**config.mk**
```make
export PLATFORM = sky130hd
export DESIGN_NAME = music_player_flat
export DESIGN_NICKNAME = d
export VERILOG_FILES = /design/src/rtl/music_pkg.sv /design/src/rtl/music_player_if.sv /design/src/rtl/tone_gen.sv /design/src/rtl/music_player.sv /design/src/flat_wrapper.sv
export SDC_FILE = /design/constraint.sdc
export NUM_CORES = 1
export LEC_CHECK = 0
export CORE_ASPECT_RATIO = 2
export CORE_MARGIN = 1.5
export CORE_UTILIZATION = 60
export CTS_CLUSTER_DIAMETER = 120
export DETAILED_ROUTE_END_ITERATION = 12
export GPL_ROUTABILITY_DRIVEN = 0
export GPL_TIMING_DRIVEN = 0
export PLACE_DENSITY = 0.92
export SLEW_MARGIN = 20
export SYNTH_ARGS = -nofsm -noshare
export SYNTH_HDL_FRONTEND = slang
export SYNTH_HIERARCHICAL = 1
export SYNTH_SLANG_ARGS = --single-unit
```
**constraint.sdc**
```tcl
create_clock -name clk -period 4.15 [get_ports clk]
set_clock_uncertainty 0.2 [all_clocks]
set_input_delay 0.83 -clock clk [delete_from_list [all_inputs] [get_ports clk]]
set_output_delay 0.83 -clock clk [all_outputs]
set_load 0.01 [all_outputs]
```
**src/rtl/music_pkg.sv**
```systemverilog
// Shared definitions for the song ROMs and the music player.
// - NOTE_W   : width of a ROM word (half-period in clk cycles)
// - REST_VAL : ROM word that marks a rest (silence)
// - M*/H*/HH*/D* : half-period counts for the note names at a 100 MHz clock
//                  (M = middle octave, H = high, HH = two up, D = low; S = sharp)
// - state_t  : player FSM encoding
package music_pkg;

    localparam int NOTE_W   = 33;
    localparam int REST_VAL = 2500;

    // Low octave (G3..B3)
    localparam logic [NOTE_W-1:0] D5  = 33'd255102;
    localparam logic [NOTE_W-1:0] D5S = 33'd240790;
    localparam logic [NOTE_W-1:0] D6  = 33'd227273;
    localparam logic [NOTE_W-1:0] D6S = 33'd214519;
    localparam logic [NOTE_W-1:0] D7  = 33'd202478;

    // Middle octave (C4..B4)
    localparam logic [NOTE_W-1:0] M1  = 33'd191113;
    localparam logic [NOTE_W-1:0] M1S = 33'd180388;
    localparam logic [NOTE_W-1:0] M2  = 33'd170265;
    localparam logic [NOTE_W-1:0] M2S = 33'd160705;
    localparam logic [NOTE_W-1:0] M3  = 33'd151685;
    localparam logic [NOTE_W-1:0] M4  = 33'd143172;
    localparam logic [NOTE_W-1:0] M4S = 33'd135139;
    localparam logic [NOTE_W-1:0] M5  = 33'd127551;
    localparam logic [NOTE_W-1:0] M5S = 33'd120395;
    localparam logic [NOTE_W-1:0] M6  = 33'd113636;
    localparam logic [NOTE_W-1:0] M6S = 33'd107259;
    localparam logic [NOTE_W-1:0] M7  = 33'd101239;

    // High octave (C5..B5)
    localparam logic [NOTE_W-1:0] H1  = 33'd95556;
    localparam logic [NOTE_W-1:0] H1S = 33'd90194;
    localparam logic [NOTE_W-1:0] H2  = 33'd85131;
    localparam logic [NOTE_W-1:0] H2S = 33'd80353;
    localparam logic [NOTE_W-1:0] H3  = 33'd75843;
    localparam logic [NOTE_W-1:0] H4  = 33'd71586;
    localparam logic [NOTE_W-1:0] H4S = 33'd67569;
    localparam logic [NOTE_W-1:0] H5  = 33'd63776;
    localparam logic [NOTE_W-1:0] H5S = 33'd60197;
    localparam logic [NOTE_W-1:0] H6  = 33'd56818;
    localparam logic [NOTE_W-1:0] H6S = 33'd53629;
    localparam logic [NOTE_W-1:0] H7  = 33'd50619;

    // Two octaves up (C6, D6)
    localparam logic [NOTE_W-1:0] HH1 = 33'd47778;
    localparam logic [NOTE_W-1:0] HH2 = 33'd42566;

    typedef enum logic [1:0] {
        ST_IDLE  = 2'd0,
        ST_FETCH = 2'd1,
        ST_PLAY  = 2'd2
    } state_t;

endpackage

```
**src/rtl/music_player_if.sv**
```systemverilog
// Bundle between the game control / note ROM side (master) and the player (slave).
//  start, stop, loop_en : control from game logic
//  rom_addr             : player -> ROM address
//  rom_note             : ROM -> player data (registered ROM, 1-cycle latency)
//  buzz, busy, done     : player status and buzzer drive
interface music_player_if #(
    parameter int ADDR_W = 8,
    parameter int NOTE_W = 33
);
    logic              start;
    logic              stop;
    logic              loop_en;
    logic [ADDR_W-1:0] rom_addr;
    logic [NOTE_W-1:0] rom_note;
    logic              buzz;
    logic              busy;
    logic              done;

    modport master (
        output start, stop, loop_en, rom_note,
        input  rom_addr, buzz, busy, done
    );

    modport slave (
        input  start, stop, loop_en, rom_note,
        output rom_addr, buzz, busy, done
    );
endinterface

```
**src/rtl/tone_gen.sv**
```systemverilog
// Square-wave generator driven by a half-period count.
//  clk, rst    : clock, synchronous active-high reset
//  half_period : candidate note, captured when load is high
//  load        : 1-cycle strobe to take half_period
//  buzz        : square wave, toggles every note_reg cycles
// A note of 0 or REST_VAL is silence. Reloading the same note leaves the
// running phase untouched so repeated notes sound as one continuous tone.
module tone_gen #(
    parameter int NOTE_W   = music_pkg::NOTE_W,
    parameter int REST_VAL = music_pkg::REST_VAL
) (
    input  logic              clk,
    input  logic              rst,
    input  logic [NOTE_W-1:0] half_period,
    input  logic              load,
    output logic              buzz
);

    localparam logic [NOTE_W-1:0] REST = NOTE_W'(REST_VAL);

    logic [NOTE_W-1:0] note_reg;
    logic [NOTE_W-1:0] tone_cnt;

    always_ff @(posedge clk) begin
        if (rst) begin
            note_reg <= '0;
            tone_cnt <= '0;
            buzz     <= 1'b0;
        end else if (load && (half_period != note_reg)) begin
            // New pitch: restart the phase from a low level
            note_reg <= half_period;
            tone_cnt <= '0;
            buzz     <= 1'b0;
        end else if ((note_reg == '0) || (note_reg == REST)) begin
            tone_cnt <= '0;
            buzz     <= 1'b0;
        end else if (tone_cnt == note_reg - 1'b1) begin
            tone_cnt <= '0;
            buzz     <= ~buzz;
        end else begin
            tone_cnt <= tone_cnt + 1'b1;
        end
    end

endmodule

```
**src/rtl/music_player.sv**
```systemverilog
// Song sequencer: walks the note ROM one address per beat and feeds each
// note to tone_gen.
//  clk, rst : clock, synchronous active-high reset
//  bus      : music_player_if slave (start/stop/loop_en in, rom_addr out,
//             rom_note in, buzz/busy/done out)
// Each address occupies BEAT_TICKS cycles: one FETCH cycle (beat 0) followed by
// PLAY. Because the ROM is registered, its data for a new address is only valid
// one cycle after FETCH, so the load into tone_gen is issued from a one-cycle
// delayed strobe (load_p). Stop and song end load a zero note, which silences
// tone_gen and guarantees the next song starts from a clean phase.
module music_player #(
    parameter int BEAT_TICKS = 12_500_000,
    parameter int SONG_LEN   = 144,
    parameter int ADDR_W     = 8,
    parameter int NOTE_W     = music_pkg::NOTE_W,
    parameter int REST_VAL   = music_pkg::REST_VAL
) (
    input  logic           clk,
    input  logic           rst,
    music_player_if.slave  bus
);
    import music_pkg::*;

    localparam int BW = (BEAT_TICKS > 1) ? $clog2(BEAT_TICKS) : 1;
    localparam logic [BW-1:0]     BEAT_LAST = BW'(BEAT_TICKS - 1);
    localparam logic [ADDR_W-1:0] ADDR_LAST = ADDR_W'(SONG_LEN - 1);

    state_t            state;
    state_t            state_nxt;
    logic [ADDR_W-1:0] addr_nxt;
    logic [BW-1:0]     beat_cnt;
    logic [BW-1:0]     beat_nxt;
    logic              done_nxt;
    logic              load_p;
    logic              load_nxt;
    logic              silence;

    logic              tone_load;
    logic [NOTE_W-1:0] tone_note;

    assign bus.busy  = (state != ST_IDLE);
    assign tone_load = load_p | silence;
    assign tone_note = silence ? '0 : bus.rom_note;

    always_ff @(posedge clk) begin
        if (rst) begin
            state        <= ST_IDLE;
            bus.rom_addr <= '0;
            beat_cnt     <= '0;
            bus.done     <= 1'b0;
            load_p       <= 1'b0;
        end else begin
            state        <= state_nxt;
            bus.rom_addr <= addr_nxt;
            beat_cnt     <= beat_nxt;
            bus.done     <= done_nxt;
            load_p       <= load_nxt;
        end
    end

    // Priority: stop > start > beat stepping
    always_comb begin
        state_nxt = state;
        addr_nxt  = bus.rom_addr;
        beat_nxt  = beat_cnt;
        done_nxt  = 1'b0;
        load_nxt  = 1'b0;
        silence   = 1'b0;

        if (bus.stop) begin
            state_nxt = ST_IDLE;
            beat_nxt  = '0;
            silence   = 1'b1;
        end else if (bus.start) begin
            state_nxt = ST_FETCH;
            addr_nxt  = '0;
            beat_nxt  = '0;
        end else begin
            unique case (state)
                ST_IDLE: begin
                end
                ST_FETCH: begin
                    state_nxt = ST_PLAY;
                    beat_nxt  = beat_cnt + 1'b1;
                    load_nxt  = 1'b1;
                end
                ST_PLAY: begin
                    if (beat_cnt == BEAT_LAST) begin
                        beat_nxt = '0;
                        if (bus.rom_addr < ADDR_LAST) begin
                            addr_nxt  = bus.rom_addr + 1'b1;
                            state_nxt = ST_FETCH;
                        end else if (bus.loop_en) begin
                            addr_nxt  = '0;
                            state_nxt = ST_FETCH;
                        end else begin
                            state_nxt = ST_IDLE;
                            done_nxt  = 1'b1;
                            silence   = 1'b1;
                        end
                    end else begin
                        beat_nxt = beat_cnt + 1'b1;
                    end
                end
                default: begin
                    state_nxt = ST_IDLE;
                end
            endcase
        end
    end

    tone_gen #(
        .NOTE_W   (NOTE_W),
        .REST_VAL (REST_VAL)
    ) u_tone_gen (
        .clk         (clk),
        .rst         (rst),
        .half_period (tone_note),
        .load        (tone_load),
        .buzz        (bus.buzz)
    );

endmodule

```
**src/flat_wrapper.sv**
```systemverilog
// flat-port wrapper written by rule: the top's interface ports become plain ports
module music_player_flat import music_pkg::*;
#(
    parameter int BEAT_TICKS = 12_500_000,
    parameter int SONG_LEN   = 144,
    parameter int ADDR_W     = 8,
    parameter int NOTE_W     = music_pkg::NOTE_W,
    parameter int REST_VAL   = music_pkg::REST_VAL
)
  (clk, rst, bus_start, bus_stop, bus_loop_en, bus_rom_note, bus_rom_addr, bus_buzz, bus_busy, bus_done);
  music_player_if #(.ADDR_W(ADDR_W), .NOTE_W(NOTE_W)) bus_i ();
  input  logic clk;
  input  logic rst;
  input wire logic [$bits(bus_i.start)-1:0] bus_start;
  input wire logic [$bits(bus_i.stop)-1:0] bus_stop;
  input wire logic [$bits(bus_i.loop_en)-1:0] bus_loop_en;
  input wire logic [$bits(bus_i.rom_note)-1:0] bus_rom_note;
  output wire logic [$bits(bus_i.rom_addr)-1:0] bus_rom_addr;
  output wire logic [$bits(bus_i.buzz)-1:0] bus_buzz;
  output wire logic [$bits(bus_i.busy)-1:0] bus_busy;
  output wire logic [$bits(bus_i.done)-1:0] bus_done;
  assign bus_i.start = bus_start;
  assign bus_i.stop = bus_stop;
  assign bus_i.loop_en = bus_loop_en;
  assign bus_i.rom_note = bus_rom_note;
  assign bus_rom_addr = bus_i.rom_addr;
  assign bus_buzz = bus_i.buzz;
  assign bus_busy = bus_i.busy;
  assign bus_done = bus_i.done;
  music_player #(.BEAT_TICKS(BEAT_TICKS), .SONG_LEN(SONG_LEN), .ADDR_W(ADDR_W), .NOTE_W(NOTE_W), .REST_VAL(REST_VAL)) u_core (.clk(clk), .rst(rst), .bus(bus_i));
endmodule
```
Word level (Yosys, flattened, before mapping)
Index checks and enable logic that the tools add are counted.
{"block": "totals", "inputBits": 38, "out_inout_bits": 11, "reg_bits": 103}
{"block": "op_classes", "addsub": 4, "bitwise": 4, "n_lt_le_gt_ge": 1, "eq_ne": 9, "n_reduce_logical": 16, "muxes": 20}
{"operator": "case mux 24 bit (2 select lines)", "n": 1}
{"operator": "2-to-1 mux 8 bit", "n": 5}
{"operator": "adder 33 x 1 -> 33 bit (second input constant)", "n": 1}
{"operator": "== test 33 x 12 -> 1 bit (second input constant)", "n": 1}
{"operator": "== test 33 bit", "n": 1}
{"operator": "logical NOT 33 bit", "n": 1}
{"operator": "2-to-1 mux 33 bit", "n": 1}
{"operator": "inequality test 33 bit", "n": 1}
{"operator": "subtractor 33 x 1 -> 33 bit (second input constant)", "n": 1}
{"operator": "adder 24 x 1 -> 24 bit (second input constant)", "n": 1}
{"operator": "== test 24 bit (second input constant)", "n": 1}
{"operator": "2-to-1 mux 24 bit", "n": 1}
{"operator": "2-to-1 mux 1 bit", "n": 9}
{"operator": "adder 8 x 1 -> 8 bit (second input constant)", "n": 1}
{"operator": "less-than comparator 8 bit (second input constant)", "n": 1}
{"operator": "nonzero test 2 bit", "n": 4}
{"operator": "case mux 2 bit (3 select lines)", "n": 1}
{"operator": "OR reduction 3 bit", "n": 2}
{"operator": "2-to-1 mux 2 bit", "n": 2}
{"operator": "AND reduction 2 bit", "n": 2}
{"operator": "AND reduction 4 bit", "n": 1}
{"operator": "OR reduction 4 bit", "n": 1}
{"operator": "inequality test 3 x 2 -> 1 bit (second input constant)", "n": 1}
{"operator": "NOT 1 bit", "n": 3}
{"operator": "10 further kinds", "n": 10}

Longest topological paths before layout
Gate-level depths: netlist of the first run.
{"block": "logic_depth", "depth_word": 10, "depth_mapped": 16}

Cells and area by module
Netlist of the first run, hierarchy kept.
{"mod": "tone_gen", "cells_per_inst": 548, "seq_area_each_um2": 1341.3, "instances": 1, "area_per_inst_um2": 4702.0}
{"mod": "music_player", "cells_per_inst": 276, "seq_area_each_um2": 720.7, "instances": 1, "area_per_inst_um2": 2210.9}

Worst setup path before layout of the first run
No wires, ideal clock.
{"block": "synth_timing", "path_kind": "reg2reg", "start": "register u_core.beat_cnt[15]", "end": "register u_core.u_tone_gen.note_reg[0]", "setup_slack_ns": 0.363, "setup_time_ns": 0.128, "required_ns": 3.822, "path_buffers": 2, "t_arrival_ns": 3.459, "path_stages_with_launch": 15, "path_cell_list": "dfxtp_1 -> or3b_4 -> nor4_4 -> nand2_1 -> o31a_1 -> buf_6 -> and2_1 -> xnor2_1 -> nand4_1 -> nor4_1 -> nand4_1 -> o21ai_1 -> buf_1 -> mux2i_1 -> nor2_1"}
{"block": "synth_between", "elab_chain_len": 8, "word_cells_on_any_way": 9}
{"element": "start: declaration", "line_no": "music_player.sv:31", "text": "logic [BW-1:0] beat_cnt;"}
{"element": "start signal: assignment", "line_no": "music_player.sv:55", "text": "beat_cnt <= beat_nxt;"}
{"element": "== test 24 bit", "line_no": "music_player.sv:88", "text": "if (beat_cnt == BEAT_LAST) begin"}
{"element": "2-to-1 mux 1 bit", "line_no": "music_player.sv:88"}
{"element": "2-to-1 mux 1 bit", "line_no": "music_player.sv:79", "text": "unique case (state)"}
{"element": "2-to-1 mux 1 bit", "line_no": "music_player.sv:74", "text": "end else if (bus.start) begin"}
{"element": "2-to-1 mux 1 bit", "line_no": "music_player.sv:70", "text": "if (bus.stop) begin"}
{"element": "2-to-1 mux 33 bit", "line_no": "music_player.sv:43", "text": "assign tone_note = silence ? '0 : bus.rom_note;"}
{"element": "via u_core.tone_note[17]", "line_no": "music_player.sv:39", "text": "logic [NOTE_W-1:0] tone_note;"}
{"element": "inequality test 33 bit", "line_no": "tone_gen.sv:29", "text": "end else if (load && (half_period != note_reg)) begin"}
{"element": "logical AND 1 bit", "line_no": "tone_gen.sv:29"}
{"element": "end signal: assignment", "line_no": "tone_gen.sv:31", "text": "note_reg <= half_period;"}
{"element": "end: declaration", "line_no": "tone_gen.sv:21", "text": "logic [NOTE_W-1:0] note_reg;"}
The timed path passes the listed nets, and every way through them passes these cells.
A chain may end at the register's enable or synchronous reset.

Final worst setup path of the first run
{"block": "layout_timing", "start": "register u_core.beat_cnt[2]", "end": "register u_core.u_tone_gen.note_reg[32]"}
The elaborated chain is that of the path after synthesis.

==> summary.txt, run 1 <==
Post-synth EDFFs: 0
met1 wire length: 6.453 mm
Final period util: 0.9905
Syn-to-layout area delta: 15.66%
insertion delay to the later sink of the worst-skew pair: 0.36 ns
pwr dens: 292.5 mW/mm2
Tot Pwr: 2.339 mW
most frequent cells in the layout: dfxtp_1, nor2_1, xnor2_1, xor2_1, clkdlybuf4s50_1
final-report hold violation count: 0
DP Area: 0.007561 mm2
Area contributors post-synth: dfxtp_1, xnor2_1, xor2_1, mux2i_1, nor2_1
CTS clk-pin slew, worst paths: 0.07 ns
global-route wire length before repair: 29.31 mm
Initial DRC Count: 562
Final Slew Violations: 0
row cnt: 55
Vias/cell: 6.444
Synth Cell Area: 0.006913 mm2
most common cell after layout, fill and taps aside: dfxtp_1
core box area: 0.01129 mm2
Min-Delay Path Class: flip-flop to flip-flop
top_reg_cell synth: dfxtp_1
Crit. End Element: flip-flop
Leak: 2.887 nW
gr usage total: 0.3048
CP max FO: 10
vias in the first global route: 6329
Yosys reg bits: 103
Tmin final: 4.110 ns
Num CTS Buffers: 9
die area: 0.01221 mm2
Final ANT Viol Nets: 0
I/O Buffers: 47
chip height: 154.8 um
share of the synthesized area in the top cell type: 0.2983
Post-route DRC: 0
Max transition margin: 0.5029
Hold WS: 0.2998 ns
critical path required time: 4.18 ns
largest area contributor in the netlist: dfxtp_1
Final Cell Area: 0.007995 mm2
Die X: 78.90 um
largest net degree at the start of global routing: 17
Root Driver: clkbuf_16
wire length on met3: 1.118 mm
max_cap viols: 0
Final HPWL DP: 14.04 mm
antenna fix cells: 0
async set-or-reset flop fraction in the synthesized netlist: 0
Least-Margin Pin Slew: 0.7389 ns
total number of vias: 6695
Yosys cell types: 68
fraction of layout instances using a drive strength above 1: 0.1070
Crit Path Category: flip-flop to flip-flop
Avg WL per Cell: 18.78 um
CP Launch Type: flip-flop
initial core utilization: 0.6125
mean post-synth cell area: 8.389 um2
IO Pins: 49
register area share after synthesis: 0.2983
WP data arrival: 4.14 ns
FMAX: 243.3 MHz
DRT Pass-1 Iters: 5
CTS tree: done
hold buffer count at cts: 0
reg-to-reg slack, setup: 0.04 ns
Max H-tree Level: 3
metal2 WL: 10.38 mm
clk buf depth: 2
maximum vdd ir drop: 0.0002479 V
Fin Setup TNS: 0 ns
Final #Nets: 937
grt ovf: 0
setup violators final: 0
final WL: 19.51 mm
CTS Sinks: 103
initial antenna violation count: 0
synthesized instance count: 824
Syn. warnings: 6
Max Used Layer: met4
fillcell total: 824
status: finished clean
RSZ-0062 raised after global routing: true
Mapped Nets: 869
-- cell families after synthesis --
group | Yosys count | synth area share
flip-flops | 103 | 0.2983
adder cells (fa/ha/maj) | 7 | 0.01267
multiplexers | 38 | 0.05520
XOR/XNOR | 113 | 0.1452
buffers and inverters | 72 | 0.04851
AO/OA/AOI/OAI | 85 | 0.08471
AND/OR/NAND/NOR | 406 | 0.3555
-- synthesized netlist by cell type (all sizes together) (2+ instances only) --
cell,count
a31oi,4
buf,15
nand3,31
xor2,54
nand4,35
a211oi,5
inv,17
o31ai,3
o41ai,3
nor2,87
o21a,2
a311oi,2
o211ai,5
dfxtp,103
mux2i,37
nand2,37
nor2b,9
o21ai,18
a211o,2
or3,16
and3,12
nand4b,6
clkbuf,40
and4,12
a21oi,23
nor3,54
or4b,2
a32oi,3
nand2b,9
nor4b,5
a21o,2
xnor2,58
nor3b,3
and2,36
nand3b,5
a2111oi,3
ha,7
or4,12
nor4,27
or2,3
-- what timing repair did --
| item | CTS | global route |
|---|---|---|
| buffers inserted | 1 | 9 |
| endpoints found under the setup margin | 60 | 64 |
| gates cloned | 0 | 0 |
| pin swaps | 1 | 5 |
| resized for setup | 14 | 7 |
| endpoints found under the hold margin | 0 | 0 |
-- through the flow --
step / utilization / cells / setup slack, ns
global placement: 0.6700 / 1013 / -0.5380
global route: 0.7084 / 1039 / -0.1893
floorplan: - / 824 / 0.3634
detailed placement: 0.6700 / 1013 / -0.5853
finish: 0.7084 / 1039 / 0.03961
CTS: 0.7007 / 1030 / 0.04786
-- report_power, final --
group          internal (mW)  total (mW)  switching, mW  leakage, nW
Sequential              1.00        1.02         0.0158        0.833
Combinational          0.186       0.436          0.251         1.91
Clock                  0.502       0.884          0.382        0.145
Total                   1.69        2.34          0.648         2.89
-- worst max-delay path: stages, from the launching register on --
cell	delay, ns
dfxtp_1	0.31
clkbuf_1	0.31
nand3b_1	0.20
nor4_4	0.30
nand2_1	0.13
o31a_1	0.42
buf_6	0.19
and2_1	0.19
xnor2_1	0.20
nand4_1	0.15
nor4_2	0.31
nand4_1	0.19
o21ai_4	0.23
buf_4	0.26
mux2i_1	0.32
nor2_1	0.07
-- final timing paths --
kind,from,to,depth (start not counted)
hold reg to reg,u_core/beat_cnt[1],u_core/beat_cnt[1],2
setup reg to reg,u_core/beat_cnt[2],u_core/u_tone_gen/note_reg[32],15
setup / recovery,u_core/beat_cnt[2],u_core/u_tone_gen/note_reg[32],15
hold / removal,u_core/beat_cnt[1],u_core/beat_cnt[1],2
-- layout make-up --
type	count	area [um2]	area share
inverter	17	63.81	0.007981
sequential	103	2062	0.2579
clock inverter	4	53.80	0.006729
tap	142	177.7	0.02222
timing repair buffer	57	545.5	0.06823
multi-input combinational	649	4538	0.5676
buffer	55	297.8	0.03725
clock buffer	12	256.5	0.03208
-- routing by layer --
| layer | global-route usage | vias up |
|---|---|---|
| met5 | 0 | - |
| met4 | 0.2306 | 0 |
| met3 | 0.04956 | 153 |
| met2 | 0.5686 | 313 |
| met1 | 0.2862 | 3150 |
| li1 | - | 3079 |
(Power assumes the default switching activity.)
==> run 2: changes to the inputs <==
--- a/config.mk
+++ b/config.mk
@@ -10,9 +10,9 @@
 export CORE_UTILIZATION = 60
 export CTS_CLUSTER_DIAMETER = 120
 export DETAILED_ROUTE_END_ITERATION = 12
-export GPL_ROUTABILITY_DRIVEN = 0
 export GPL_TIMING_DRIVEN = 0
-export PLACE_DENSITY = 0.92
+export PLACE_DENSITY_LB_ADDON = 0.05
+export SKIP_CTS_REPAIR_TIMING = 1
 export SLEW_MARGIN = 20
 export SYNTH_ARGS = -nofsm -noshare
 export SYNTH_HDL_FRONTEND = slang
==> summary.txt, run 2 (synthesis results as in run 1) <==
Final ANT Viol Nets: 0 (unchanged)
Placer Congestion: 0.9392
fraction of layout instances using a drive strength above 1: 0.1053 (-0.001760)
row cnt: 55 (unchanged)
Final period util: 0.9514 (-0.03904)
die area: 0.01221 mm2 (unchanged)
Die X: 78.90 um (unchanged)
final WL: 19.33 mm (-0.94%)
Cell Int Power: 1.767 mW (+4.5%)
CTS clk-pin slew, worst paths: 0.07 ns (about the same)
CP max FO: 10 (unchanged)
final-report hold violation count: 0 (unchanged)
pre-CTS WS: -0.6306 ns (-0.04521 ns)
placed cell count: 1013 (unchanged)
chip height: 154.8 um (unchanged)
Post-route DRC: 0 (unchanged)
max_cap viols: 0 (unchanged)
Final Cell Area: 0.008005 mm2 (+0.13%)
IO Pins: 49 (unchanged)
critical path required time: 4.17 ns (about the same)
WP data arrival: 3.96 ns (-0.18 ns)
combinational share of power: 0.178 (-0.008)
core box area: 0.01129 mm2 (unchanged)
CP Launch Type: input pin
Avg WL per Cell: 18.67 um (-0.56%)
most frequent cells in the layout: dfxtp_1, nor2_1, xnor2_1, xor2_1, clkdlybuf4s50_1
FMAX: 253.3 MHz (+4.1%)
DP Area: 0.007561 mm2 (unchanged)
Post-Layout Cell Count: 1035 (-0.38%)
Fin Setup TNS: 0 ns (unchanged)
Min-Delay Path Class: flip-flop to flip-flop
status: finished clean
reg-to-reg slack, setup: 0.24 ns (+0.20 ns)
largest net degree at the start of global routing: 16 (-1)
CTS tree: done
Tot Pwr: 2.385 mW (+2.0%)
Final #Nets: 936 (-0.11%)
gr usage total: 0.3230 (+0.01815)
total number of vias: 6506 (-2.8%)
Clock power frac: 0.395 (+0.017)
pwr dens: 298.0 mW/mm2 (+1.9%)
vias in the first global route: 6447 (+1.9%)
Final HPWL DP: 14.70 mm (+4.7%)
Num CTS Buffers: 9 (unchanged)
initial antenna violation count: 0 (unchanged)
Tmin final: 3.948 ns (-0.1620 ns)
fillcell total: 936 (+14%)
Syn-to-layout area delta: 15.80%
Max H-tree Level: 3 (unchanged)
Hold WS: 0.3164 ns (+0.01658 ns)
I/O Buffers: 47 (unchanged)
most common cell after layout, fill and taps aside: dfxtp_1
Least-Margin Pin Slew: 0.7438 ns (+0.004921 ns)
Leak: 2.902 nW (+0.52%)
Initial DRC Count: 334 (-41%)
setup ws final: 0.2016 ns (+0.1620 ns)
antenna fix cells: 0 (unchanged)
clk buf depth: 2 (unchanged)
Psw: 0.6179 mW (-4.7%)
Finished Core Util: 0.7093 (+0.0008870)
DRT Pass-1 Iters: 5 (unchanged)
global-route wire length before repair: 30.68 mm (+4.7%)
CTS Sinks: 103 (unchanged)
initial core utilization: 0.6125 (unchanged)
Vias/cell: 6.286 (-2.4%)
Root Driver: clkbuf_16
insertion delay to the later sink of the worst-skew pair: 0.34 ns (-0.02 ns)
setup violators final: 0 (unchanged)
Crit. End Element: flip-flop
Seq pwr share: 0.427 (-0.009)
Final Slew Violations: 0 (unchanged)
grt ovf: 0 (unchanged)
Crit Path Category: input pin to flip-flop
Max transition margin: 0.4996 (-0.003311)
RSZ-0062 raised after global routing: false
maximum vdd ir drop: 0.0002127 V (-14%)
switching share of power: 0.2591 (-0.01805)
## run 2: area by class of cell
| type | count | area [um2] | area share |
|---|---|---|---|
| clock inverters | 4 | 97.59 | 0.01219 |
| multi-input cells | 649 | 4552 | 0.5686 |
| flip-flops and latches | 103 | 2062 | 0.2576 |
| plain buffers | 55 | 289.0 | 0.03610 |
| repair buffers | 56 | 538.0 | 0.06721 |
| clock buffers | 9 | 225.2 | 0.02813 |
| well taps | 142 | 177.7 | 0.02219 |
| inverters | 17 | 63.81 | 0.007971 |
## run 2: path summary, 6_finish.rpt
check,start,endpoint,depth (start not counted)
worst max-delay path,bus_loop_en,u_core/u_tone_gen/note_reg[13],13
worst min-delay path,u_core/beat_cnt[1],u_core/beat_cnt[1],2
worst max register to register,u_core/state[0],u_core/u_tone_gen/note_reg[13],16
worst min register to register,u_core/beat_cnt[1],u_core/beat_cnt[1],2
## run 2: metal layers
metal,part of all wire,vias to the layer above,global-route usage
met5,0,-,0
met4,0.061,0,0.2114
met3,0.031,79,0.04956
met2,0.57,234,0.6203
met1,0.34,3115,0.3036
li1,-,3078,-
## run 2: power by group through the flow
stage	Sequential, mW	Clock [mW]	Combinational, mW
after global routing	1.02	1.00	0.458
after floorplan	1.04	0	0.293
after detailed placement	1.04	0	0.401
after global placement	1.04	0	0.386
final	1.02	0.943	0.424
after CTS	1.02	0.962	0.404
## run 2: worst max-delay path, cell delays in order
cell and delay [ns]:
clkdlybuf4s50_1 0.45, a211o_1 0.33, o31a_4 0.41, buf_6 0.15, and2_1 0.18, xnor2_1 0.19, nand4_1 0.15, nor4_2 0.28
nand4_1 0.19, o21ai_4 0.23, buf_4 0.27, mux2i_1 0.24, nor2_1 0.06
